$ cat src/rtl/mc_traffic_gen.sv
// mc_traffic_gen: strided write / read-back traffic generator and checker for
// the mc_top 128-bit request port. At most MAX_OUTSTANDING requests are in
// flight at once. Read data is compared in ack order against address-derived data.
module mc_traffic_gen #(
  parameter int          ADDR_W          = 32,
  parameter int          DATA_W          = 128,
  parameter int          CNT_W           = 16,
  parameter int          MAX_OUTSTANDING = 4,
  parameter logic [31:0] SEED            = 32'hA5A5_0F0F
) (
  input  logic                clk_i,
  input  logic                rst_n_i,
  input  logic                start_i,
  input  logic [1:0]          mode_i,
  input  logic                invert_i,
  input  logic [ADDR_W-1:0]   base_addr_i,
  input  logic [ADDR_W-1:0]   stride_i,
  input  logic [CNT_W-1:0]    count_i,
  output logic                busy_o,
  output logic                done_o,
  output logic                pass_o,
  output logic [CNT_W-1:0]    err_cnt_o,
  output logic [ADDR_W-1:0]   first_err_addr_o,
  output logic [ADDR_W-1:0]   mem_addr_o,
  output logic                mem_rd_o,
  output logic [DATA_W/8-1:0] mem_wr_o,
  output logic [DATA_W-1:0]   mem_wrdata_o,
  input  logic                mem_accept_i,
  input  logic                mem_ack_i,
  input  logic [DATA_W-1:0]   mem_rddata_i
);

  localparam int PTR_W  = (MAX_OUTSTANDING > 1) ? $clog2(MAX_OUTSTANDING) : 1;
  localparam int FIFO_D = 2 ** PTR_W;
  localparam int OCNT_W = PTR_W + 1;
  localparam logic [OCNT_W-1:0] MAX_O = OCNT_W'(MAX_OUTSTANDING);

  typedef enum logic [2:0] {
    S_IDLE, S_WR, S_WR_DRAIN, S_RD, S_RD_DRAIN, S_DONE
  } state_t;

  state_t              r_state, w_state_nxt;
  logic [1:0]          r_mode;
  logic                r_inv;
  logic [ADDR_W-1:0]   r_base, r_stride, r_addr, r_first;
  logic [CNT_W-1:0]    r_count, r_issued, r_err;
  logic [OCNT_W-1:0]   r_outst;
  logic [PTR_W-1:0]    r_wptr, r_rptr;
  logic [ADDR_W-1:0]   r_fifo [0:FIFO_D-1];
  logic                r_pass;

  logic                w_start, w_active, w_req, w_acc, w_last;
  logic                w_ack, w_stray, w_pop, w_mis;
  logic [ADDR_W-1:0]   w_pop_addr, w_first_nxt;
  logic [CNT_W-1:0]    w_err_nxt;

  // Each 32-bit lane is (addr ^ SEED) + lane index, optionally inverted
  function automatic logic [DATA_W-1:0] gen_data(input logic [ADDR_W-1:0] a,
                                                 input logic inv);
    logic [DATA_W-1:0] d;
    logic [31:0]       b;
    b = 32'(a) ^ SEED;
    for (int k = 0; k < DATA_W/32; k++) d[k*32 +: 32] = b + 32'(k);
    return inv ? ~d : d;
  endfunction

  assign w_start    = (r_state == S_IDLE) && start_i;
  assign w_active   = (r_state == S_WR) || (r_state == S_WR_DRAIN) ||
                      (r_state == S_RD) || (r_state == S_RD_DRAIN);
  assign w_req      = ((r_state == S_WR) || (r_state == S_RD)) && (r_outst < MAX_O);
  assign w_acc      = w_req && mem_accept_i;
  assign w_last     = w_acc && (r_issued == r_count - 1'b1);
  assign w_ack      = mem_ack_i && w_active;
  assign w_stray    = w_ack && (r_outst == '0);
  assign w_pop      = w_ack && !w_stray && ((r_state == S_RD) || (r_state == S_RD_DRAIN));
  assign w_pop_addr = r_fifo[r_rptr];
  assign w_mis      = w_pop && (mem_rddata_i != gen_data(w_pop_addr, r_inv));

  // Error counter and first-error address for the coming cycle
  always_comb begin
    w_err_nxt   = r_err;
    w_first_nxt = r_first;
    if (w_start) begin
      w_err_nxt   = '0;
      w_first_nxt = '0;
    end else if (w_mis || w_stray) begin
      if (r_err != '1) w_err_nxt = r_err + 1'b1;
      if (w_mis && (r_err == '0)) w_first_nxt = w_pop_addr;
    end
  end

  // State register
  always_ff @(posedge clk_i or negedge rst_n_i) begin
    if (!rst_n_i) r_state <= S_IDLE;
    else          r_state <= w_state_nxt;
  end

  // Next-state logic; a zero-length run goes straight to DONE
  always_comb begin
    w_state_nxt = r_state;
    case (r_state)
      S_IDLE:     if (start_i) begin
                    if (count_i == '0)        w_state_nxt = S_DONE;
                    else if (mode_i == 2'd2)  w_state_nxt = S_RD;
                    else                      w_state_nxt = S_WR;
                  end
      S_WR:       if (w_last) w_state_nxt = S_WR_DRAIN;
      S_WR_DRAIN: if (r_outst == '0) w_state_nxt = (r_mode == 2'd1) ? S_DONE : S_RD;
      S_RD:       if (w_last) w_state_nxt = S_RD_DRAIN;
      S_RD_DRAIN: if (r_outst == '0) w_state_nxt = S_DONE;
      S_DONE:     w_state_nxt = S_IDLE;
      default:    w_state_nxt = S_IDLE;
    endcase
  end

  // Outputs: request signals are zero whenever no request is presented
  always_comb begin
    busy_o       = (r_state != S_IDLE);
    done_o       = (r_state == S_DONE);
    mem_addr_o   = w_req ? r_addr : '0;
    mem_rd_o     = w_req && (r_state == S_RD);
    mem_wr_o     = (w_req && (r_state == S_WR)) ? '1 : '0;
    mem_wrdata_o = (w_req && (r_state == S_WR)) ? gen_data(r_addr, r_inv) : '0;
    pass_o           = r_pass;
    err_cnt_o        = r_err;
    first_err_addr_o = r_first;
  end

  // Run control: latch settings, step address, track outstanding and FIFO pointers
  always_ff @(posedge clk_i or negedge rst_n_i) begin
    if (!rst_n_i) begin
      r_mode   <= '0;
      r_inv    <= 1'b0;
      r_count  <= '0;
      r_addr   <= '0;
      r_issued <= '0;
      r_outst  <= '0;
      r_wptr   <= '0;
      r_rptr   <= '0;
      r_err    <= '0;
      r_first  <= '0;
      r_pass   <= 1'b0;
    end else begin
      r_err   <= w_err_nxt;
      r_first <= w_first_nxt;
      if (w_start) begin
        r_mode   <= mode_i;
        r_inv    <= invert_i;
        r_count  <= count_i;
        r_addr   <= base_addr_i;
        r_issued <= '0;
        r_wptr   <= '0;
        r_rptr   <= '0;
      end else if ((r_state == S_WR_DRAIN) && (w_state_nxt == S_RD)) begin
        r_addr   <= r_base;
        r_issued <= '0;
      end else if (w_acc) begin
        r_addr   <= r_addr + r_stride;
        r_issued <= r_issued + 1'b1;
        if (r_state == S_RD) r_wptr <= r_wptr + 1'b1;
      end
      if (w_pop) r_rptr <= r_rptr + 1'b1;
      case ({w_acc, w_ack && !w_stray})
        2'b10:   r_outst <= r_outst + 1'b1;
        2'b01:   r_outst <= r_outst - 1'b1;
        default: r_outst <= r_outst;
      endcase
      if ((w_state_nxt == S_DONE) && (r_state != S_DONE)) r_pass <= (w_err_nxt == '0);
      else if (w_start)                                  r_pass <= 1'b0;
    end
  end

  // Run parameters and read-address FIFO storage
  always_ff @(posedge clk_i) begin
    if (w_start) begin
      r_base   <= base_addr_i;
      r_stride <= stride_i;
    end
    if (w_acc && (r_state == S_RD)) r_fifo[r_wptr] <= r_addr;
  end

endmodule
$ cat config.mk
export PLATFORM = sky130hd
export DESIGN_NAME = mc_traffic_gen
export DESIGN_NICKNAME = d
export VERILOG_FILES = /design/src/rtl/mc_traffic_gen.sv
export SDC_FILE = /design/constraint.sdc
export NUM_CORES = 1
export LEC_CHECK = 0
export ABC_CLOCK_PERIOD_IN_PS = 6800
export CAP_MARGIN = 10
export CELL_PAD_IN_SITES_DETAIL_PLACEMENT = 0
export CELL_PAD_IN_SITES_GLOBAL_PLACEMENT = 2
export CORE_AREA = 2 2 278 280
export DETAILED_ROUTE_END_ITERATION = 7
export DIE_AREA = 0 0 280 282
export MAX_ROUTING_LAYER = met4
export PLACE_DENSITY = 0.85
export SYNTH_ARGS = -nofsm -noshare
export SYNTH_HDL_FRONTEND = slang
export SYNTH_SLANG_ARGS = --single-unit
$ cat constraint.sdc
create_clock -name clk_i -period 6.8 [get_ports clk_i]
set_clock_uncertainty 0.2 [all_clocks]
set_input_delay 0.68 -clock clk_i [delete_from_list [all_inputs] [get_ports clk_i]]
set_output_delay 0.68 -clock clk_i [all_outputs]
set_load 0.02 [all_outputs]
==> results of run 1 <==
-- per-stage QoR --
stage / cell area (um^2) / power, mW
2_1_floorplan: 22640 / 9.045
3_3_place_gp: 28230 / 13.25
3_5_place_dp: 28230 / 13.25
4_1_cts: 29350 / 15.16
5_1_grt: 29360 / 15.94
6_report: 29370 / 15.19
-- timing repair --
action	CTS	global route
setup endpoints to repair	0	1
resized for setup	0	1
hold buffers	1	0
endpoints found under the hold margin	68	0
-- routing by layer --
metal | vias up | GRT usage [%] | wire (um) | part of all wire [%]
met5 | - | - | 0 | 0
met4 | 0 | 7.994 | 3573 | 3.6
met3 | 158 | 2.867 | 5435 | 5.4
met2 | 868 | 42.28 | 48420 | 48
met1 | 10400 | 32.24 | 42970 | 43
li1 | 9534 | - | - | -
-- report_power, final --
| part | total (mW) | internal [mW] | switching, mW |
|---|---|---|---|
| registers | 3.13 | 2.48 | 0.653 |
| logic | 10.2 | 4.09 | 6.12 |
| clock network | 1.84 | 1.03 | 0.810 |
-- registers in the layout, summed over array words and instances (netlist names) --
name              cells
r_fifo              128
first_err_addr_o     32
r_addr               32
r_base               32
r_stride             32
err_cnt_o            16
r_count              16
r_issued             16
r_outst               3
r_state               3
r_mode                2
r_rptr                2
r_wptr                2
pass_o                1
r_inv                 1
-- cell type report --
| class | instances | area [um^2] |
|---|---|---|
| repair buffers | 522 | 5044 |
| multi-input cells | 1865 | 12830 |
| well taps | 978 | 1224 |
| inverters | 59 | 224.0 |
| clock inverters | 16 | 123.9 |
| diodes | 5 | 12.51 |
| fillers | 7515 | 46330 |
| flip-flops and latches | 318 | 8925 |
| clock buffers | 50 | 984.7 |
-- final timing paths --
| kind | from | to | slack (ns) | cells past startpoint |
|---|---|---|---|---|
| setup / recovery | r_rptr[0] | pass_o | 0.34 | 15 |
| hold / removal | r_mode[1] | r_mode[1] | 0.27 | 2 |
| setup reg to reg | r_rptr[0] | pass_o | 0.34 | 15 |
| hold reg to reg | r_mode[1] | r_mode[1] | 0.27 | 2 |
| max in group asynchronous | rst_n_i | r_issued[0] | 4.50 | 3 |
| min in group asynchronous | rst_n_i | first_err_addr_o[9] | 0.54 | 2 |
-- worst min-delay path, delay by kind of cell (launching register included) --
family	cells	cell delay, ns
and+or+nand+nor	2	0.10
DFF	1	0.34
-- cells by family after synthesis --
group / after synthesis / share of synthesized area (%)
DFF: 318 / 39.39
AOI/OAI and AO/OA: 466 / 13.18
and+or+nand+nor: 943 / 21.96
buffers and inverters: 210 / 4.018
xor gates and xnor gates: 323 / 12.95
muxes: 83 / 5.665
adders and majority gates: 50 / 2.830
-- layout by cell type (no fill, tap or decap), types with 87 or more instances in the layout --
master,synthesis,final
dfrtp_1,126,123
a21oi_1,94,94
and2_1,92,92
xnor2_1,228,228
nor2_1,199,197
xor2_1,87,87
clkdlybuf4s50_1,0,442
o21ai_0,155,155
edfxtp_1,192,192
nand2_1,212,212
==> metrics.md, run 1 <==
| Metric | Value |
|---|---|
| Status | completed |
| RSZ-0062 raised after global routing | no |
| Layout overhead on the synthesized area | 29.71% |
| Syn_nets | 2659 |
| Final Routed Wirelength | 100.4 mm |
| Peak VDD IR | 0.3083 mV |
| Register area share after synthesis | 39.39% |
| CTS tree | yes |
| Slowest stage delay, CP | 0.74 ns |
| Final nets | 3068 |
| Fin crit share | 95.00% |
| Mapped Area | 22640 um^2 |
| Syn. warnings | 0 |
| Die Y | 282 um |
| Hold Vio Cnt, Final | 0 |
| Core Area | 75700 um^2 |
| Total CTS buffers | 36 |
| Vias in the first global route | 20640 |
| Slew Viols, Final | 0 |
| Largest area contributor in the netlist | edfxtp_1 |
| Final Non-Filler Cells | 3813 |
| Worst-path maximum fanout | 15 |
| PwrDens | 517.2 nW/um^2 |
| Max stage delay cell, worst path | or4_1 |
| Share of layout cells above drive strength 1 | 7.774% |
| CP Data Arrival Time | 6.74 ns |
| Maxcap violations | 0 |
| Slew @ Worst Pin | 1.093 ns |
| Initial Util | 29.91% |
| Overall Global Routing Usage | 25.37% |
| Top Ports | 444 |
| Setup bufs post-CTS | 0 |
| Avg Synthesized Cell Area | 9.461 um^2 |
| Clock root buffer master | clkbuf_16 |
| Final core occ | 38.79% |
| Worst EP required | 7.08 ns |
| Leakage power | 10.50 nW |
| Grt ovf | 0 |
| PortBufs | 443 |
| CTS H-tree lvls | 2 |
| Ys async rst share | 39.62% |
| Max Fclk | 0.1548 GHz |
| Synthesized instance count | 2393 |
| Routability cong. | 1.028 |
| Die W | 280 um |
| Total vias in the final route | 20960 |
| WL/cell | 26.33 um |
| Cell row count | 101 |
| Dpl cells | 3741 |
| Top FF cell, synth | edfxtp_1 |
| Largest net degree at the start of global routing | 102 |
| Residual DRC | 0 |
| Drt initial violations | 1940 |
| Global-route wire length before repair | 143.3 mm |
| Final hold slack | 0.2701 ns |
| Type of origin of the critical path | flop |
| CP top delay family | simple AND/OR/NAND/NOR gates |
| CTS sink count | 318 |
| Clk buf depth | 3 |
| Min-Delay Path Class | reg2reg |
| Setup_tns | 0 ns |
| Critical path capture point type | flop |
| Full die area | 78960 um^2 |
| Drt pass-1 iters | 6 |
| Dpl ws | 0.3955 ns |
| Cell repeated most along the worst path | nor4_1 |
| Initial antenna violation count | 3 |
| Yosys reg bits | 318 |
| Vias/cell | 5.497 |
| EDFF count, synth | 192 |
| CTS clk-pin slew, worst paths | 0.06 ns |
| Top cells by count, synth | xnor2_1 (228), nand2_1 (212), nor2_1 (199) |
| Crit-path cells | buf_4 > mux4_2 > nand4bb_1 > or4_1 > o31ai_1 > nand4_1 > nor4_1 > and4_1 > or4b_4 > o31ai_4 > a2111oi_1 > xor2_1 > and2_1 > nor4_1 > a31o_1 |
| Crit path kind | reg2reg |
| Most frequent cell after synthesis | xnor2_1 |
| Post-route setup slack | 0.3401 ns |
| Clk_lat worst skew | 0.55 ns |
| Buffers plus inverters on the worst setup path | 1 |
| Detailed Place HPWL | 77.68 mm |
| Final Setup Violations | 0 |
| Rel. slew slack | 27.13% |
| Distinct cells, synth | 95 |
| Final worst path period need | 6.460 ns |
| Post-route ant nets | 0 |
| Share of the synthesized area in the top cell type | 25.47% |
| Synth area leaders | edfxtp_1 (25%), dfrtp_1 (14%), xnor2_1 (8.8%), nand2_1 (3.5%), o21ai_0 (3.4%) |
Power figures use the tool's default switching activity.
==> inputs of run 2 (changes only) <==
CORE_AREA = 2 2 265 267   (was 2 2 278 280)
DIE_AREA = 0 0 267 269   (was 0 0 280 282)
PLACE_DENSITY = 0.91   (was 0.85)
SKIP_CTS_REPAIR_TIMING = 1   (was unset)
==> run 2 against run 1 <==
  * The flow now finishes with violations (hold timing)
  * Combinational power hardly changed
  * Final cell count shrank 1.3%
  * Total power down 0.13%
  * Critical path type unchanged
  * Setup slack better by 0.12 ns
  * Die area down 9.0%
==> metrics.md, run 2 (synthesis gave the netlist of run 1 again) <==
| Metric | Value |
|---|---|
| Status | finished with violations (was completed) |
| Violated checks | hold timing |
| Cell repeated most along the worst path | a31o_1 (was nor4_1) |
| Reg area | 8924 um^2 (was 8925 um^2) |
| Share of layout cells above drive strength 1 | 7.586% (was 7.774%) |
| Multi-input gate area | 12840 um^2 (was 12830 um^2) |
| Final Setup Violations | 0 (unchanged) |
| Final nets | 3059 (was 3068) |
| Vias in the first global route | 20020 (was 20640) |
| Max stage delay cell, worst path | or4b_1 (was or4_1) |
| Final Non-Filler Cells | 3765 (was 3813) |
| Commonest cells after routing, fill and taps aside | clkdlybuf4s50_1 (442), xnor2_1 (228), nand2_1 (212) (unchanged) |
| Final hold slack | -0.004045 ns (was 0.2701 ns) |
| Die W | 267 um (was 280 um) |
| Final Routed Wirelength | 97.31 mm (was 100.4 mm) |
| Grt ovf | 0 (unchanged) |
| CP top delay family | simple AND/OR/NAND/NOR gates (unchanged) |
| Worst EP required | 7.02 ns (was 7.08 ns) |
| Total vias in the final route | 20790 (was 20960) |
| Leakage power | 10.50 nW (about the same) |
| Clk_lat worst skew | 0.55 ns (about the same) |
| Buffers plus inverters on the worst setup path | 2 (was 1) |
| Initial antenna violation count | 5 (was 3) |
| Dpl cells | 3695 (was 3741) |
| Drt pass-1 iters | 6 (unchanged) |
| Clk buf depth | 3 (unchanged) |
| PwrDens | 517.3 nW/um^2 (was 517.2 nW/um^2) |
| Type of origin of the critical path | flop (unchanged) |
| Worst r2r dst | pass_o (unchanged) |
| Worst r2r src | r_rptr[0] (unchanged) |
| Fill cells | 6613 (was 7515) |
| Peak VDD IR | 0.2837 mV (was 0.3083 mV) |
| Max reg flops | 128 (unchanged) |
| Residual DRC | 0 (unchanged) |
| Slew @ Worst Pin | 1.134 ns (was 1.093 ns) |
| Cell row count | 97 (was 101) |
| Slew Viols, Final | 0 (unchanged) |
| Full die area | 71820 um^2 (was 78960 um^2) |
| Hold Vio Cnt, Final | 2 (was 0) |
| Largest net degree at the start of global routing | 97 (was 102) |
| Initial Util | 32.67% (was 29.91%) |
| CP Data Arrival Time | 6.56 ns (was 6.74 ns) |
| Worst Reg2Reg Path Length in Cells | 18 (was 15) |
| Setup_tns | 0 ns (unchanged) |
| Overall Global Routing Usage | 27.01% (was 25.37%) |
| Crit. path cell count | 18 (was 15) |
| Worst-path maximum fanout | 12 (was 15) |
| Flop2flop setup slack | 0.46 ns (was 0.34 ns) |
| Vias/cell | 5.521 (was 5.497) |
| Slowest stage delay, CP | 0.69 ns (was 0.74 ns) |
| Global-route wire length before repair | 138.6 mm (was 143.3 mm) |
| Critical path capture point type | flop (unchanged) |
| WL/cell | 25.84 um (was 26.33 um) |
| Core Area | 69300 um^2 (was 75700 um^2) |
| CTS clk-pin slew, worst paths | 0.06 ns (about the same) |
| Total CTS buffers | 36 (unchanged) |
| Clock root buffer master | clkbuf_16 (unchanged) |
| Detailed Place HPWL | 75.17 mm (was 77.68 mm) |
| Drt initial violations | 1652 (was 1940) |
| Most common library cell in the layout ignoring fill and taps | clkdlybuf4s50_1 (unchanged) |
| Biggest register | r_fifo (unchanged) |
| Die Y | 269 um (was 282 um) |
| Fin crit share | 93.20% (was 95.00%) |
| RSZ-0062 raised after global routing | no (unchanged) |
| CTS H-tree lvls | 2 (unchanged) |
| Post-route ant nets | 0 (unchanged) |
| Crit-path cells | buf_4 > mux2i_1 > mux2_2 > ha_1 > inv_1 > or4b_1 > nor4_4 > nand3_1 > xnor2_1 > nor4_1 > and4_1 > or4b_4 > o31ai_4 > a21oi_2 > a31o_1 > a31oi_1 > nor4_2 > a31o_1 (was buf_4 > mux4_2 > nand4bb_1 > or4_1 > o31ai_1 > nand4_1 > nor4_1 > and4_1 > or4b_4 > o31ai_4 > a2111oi_1 > xor2_1 > and2_1 > nor4_1 > a31o_1) |
| Maxcap violations | 0 (unchanged) |
| PortBufs | 443 (unchanged) |
| Rel. slew slack | 23.88% (was 27.13%) |
| Min-Delay Path Class | in2async (was reg2reg) |
| Layout overhead on the synthesized area | 29.51% (was 29.71%) |
| Final worst path period need | 6.338 ns (was 6.460 ns) |
| Max Fclk | 0.1578 GHz (was 0.1548 GHz) |
| Routability cong. | 1.002 (was 1.028) |
| Top Ports | 444 (unchanged) |
| CTS sink count | 318 (unchanged) |
| CTS tree | yes (unchanged) |
| Crit path kind | reg2reg (unchanged) |
-- run 2: final cells by class --
cell class | count | share of cell area (%)
tap | 940 | 4.011
clock inverter | 22 | 0.7596
multi-input combinational | 1865 | 43.79
sequential | 318 | 30.44
inverter | 59 | 0.7639
antenna | 4 | 0.03414
clock buffer | 44 | 3.243
timing repair buffer | 513 | 16.96
-- run 2: report_power, final --
| group | internal (mW) | total (mW) | switching (mW) |
|---|---|---|---|
| clock | 1.12 | 1.92 | 0.804 |
| sequential | 2.48 | 3.11 | 0.637 |
| combinational | 4.08 | 10.1 | 6.05 |
-- run 2: metal layers --
metal / vias up / share of wire, % / GRT usage [%]
li1: 9518 / - / -
met1: 10260 / 43 / 34.82
met2: 861 / 48 / 44.84
met3: 149 / 5.8 / 2.648
met4: 0 / 3.5 / 8.564
met5: - / 0 / -
-- run 2: how the worst max path moves through the flow --
stage	slack [ns]	from	endpoint
3_5_place_dp	0.28	r_rptr[0]	pass_o
3_3_place_gp	0.30	r_rptr[0]	pass_o
6_report	0.46	r_rptr[0]	pass_o
4_1_cts	0.21	r_rptr[0]	pass_o
5_1_grt	0.14	r_rptr[0]	pass_o
2_1_floorplan	1.10	r_rptr[0]	pass_o
-- run 2: through the flow --
| step | power [mW] | setup slack [ns] | instance area (um^2) | utilization (%) |
|---|---|---|---|---|
| finish | 15.17 | 0.4622 | 29320 | 42.31 |
| global route | 15.93 | 0.1420 | 29320 | 42.31 |
| CTS | 15.15 | 0.2129 | 29300 | 42.28 |
| detailed placement | 13.17 | 0.2762 | 28130 | 40.59 |
| global placement | 13.18 | 0.3021 | 28130 | 40.59 |
| floorplan | 9.045 | 1.101 | 22640 | - |
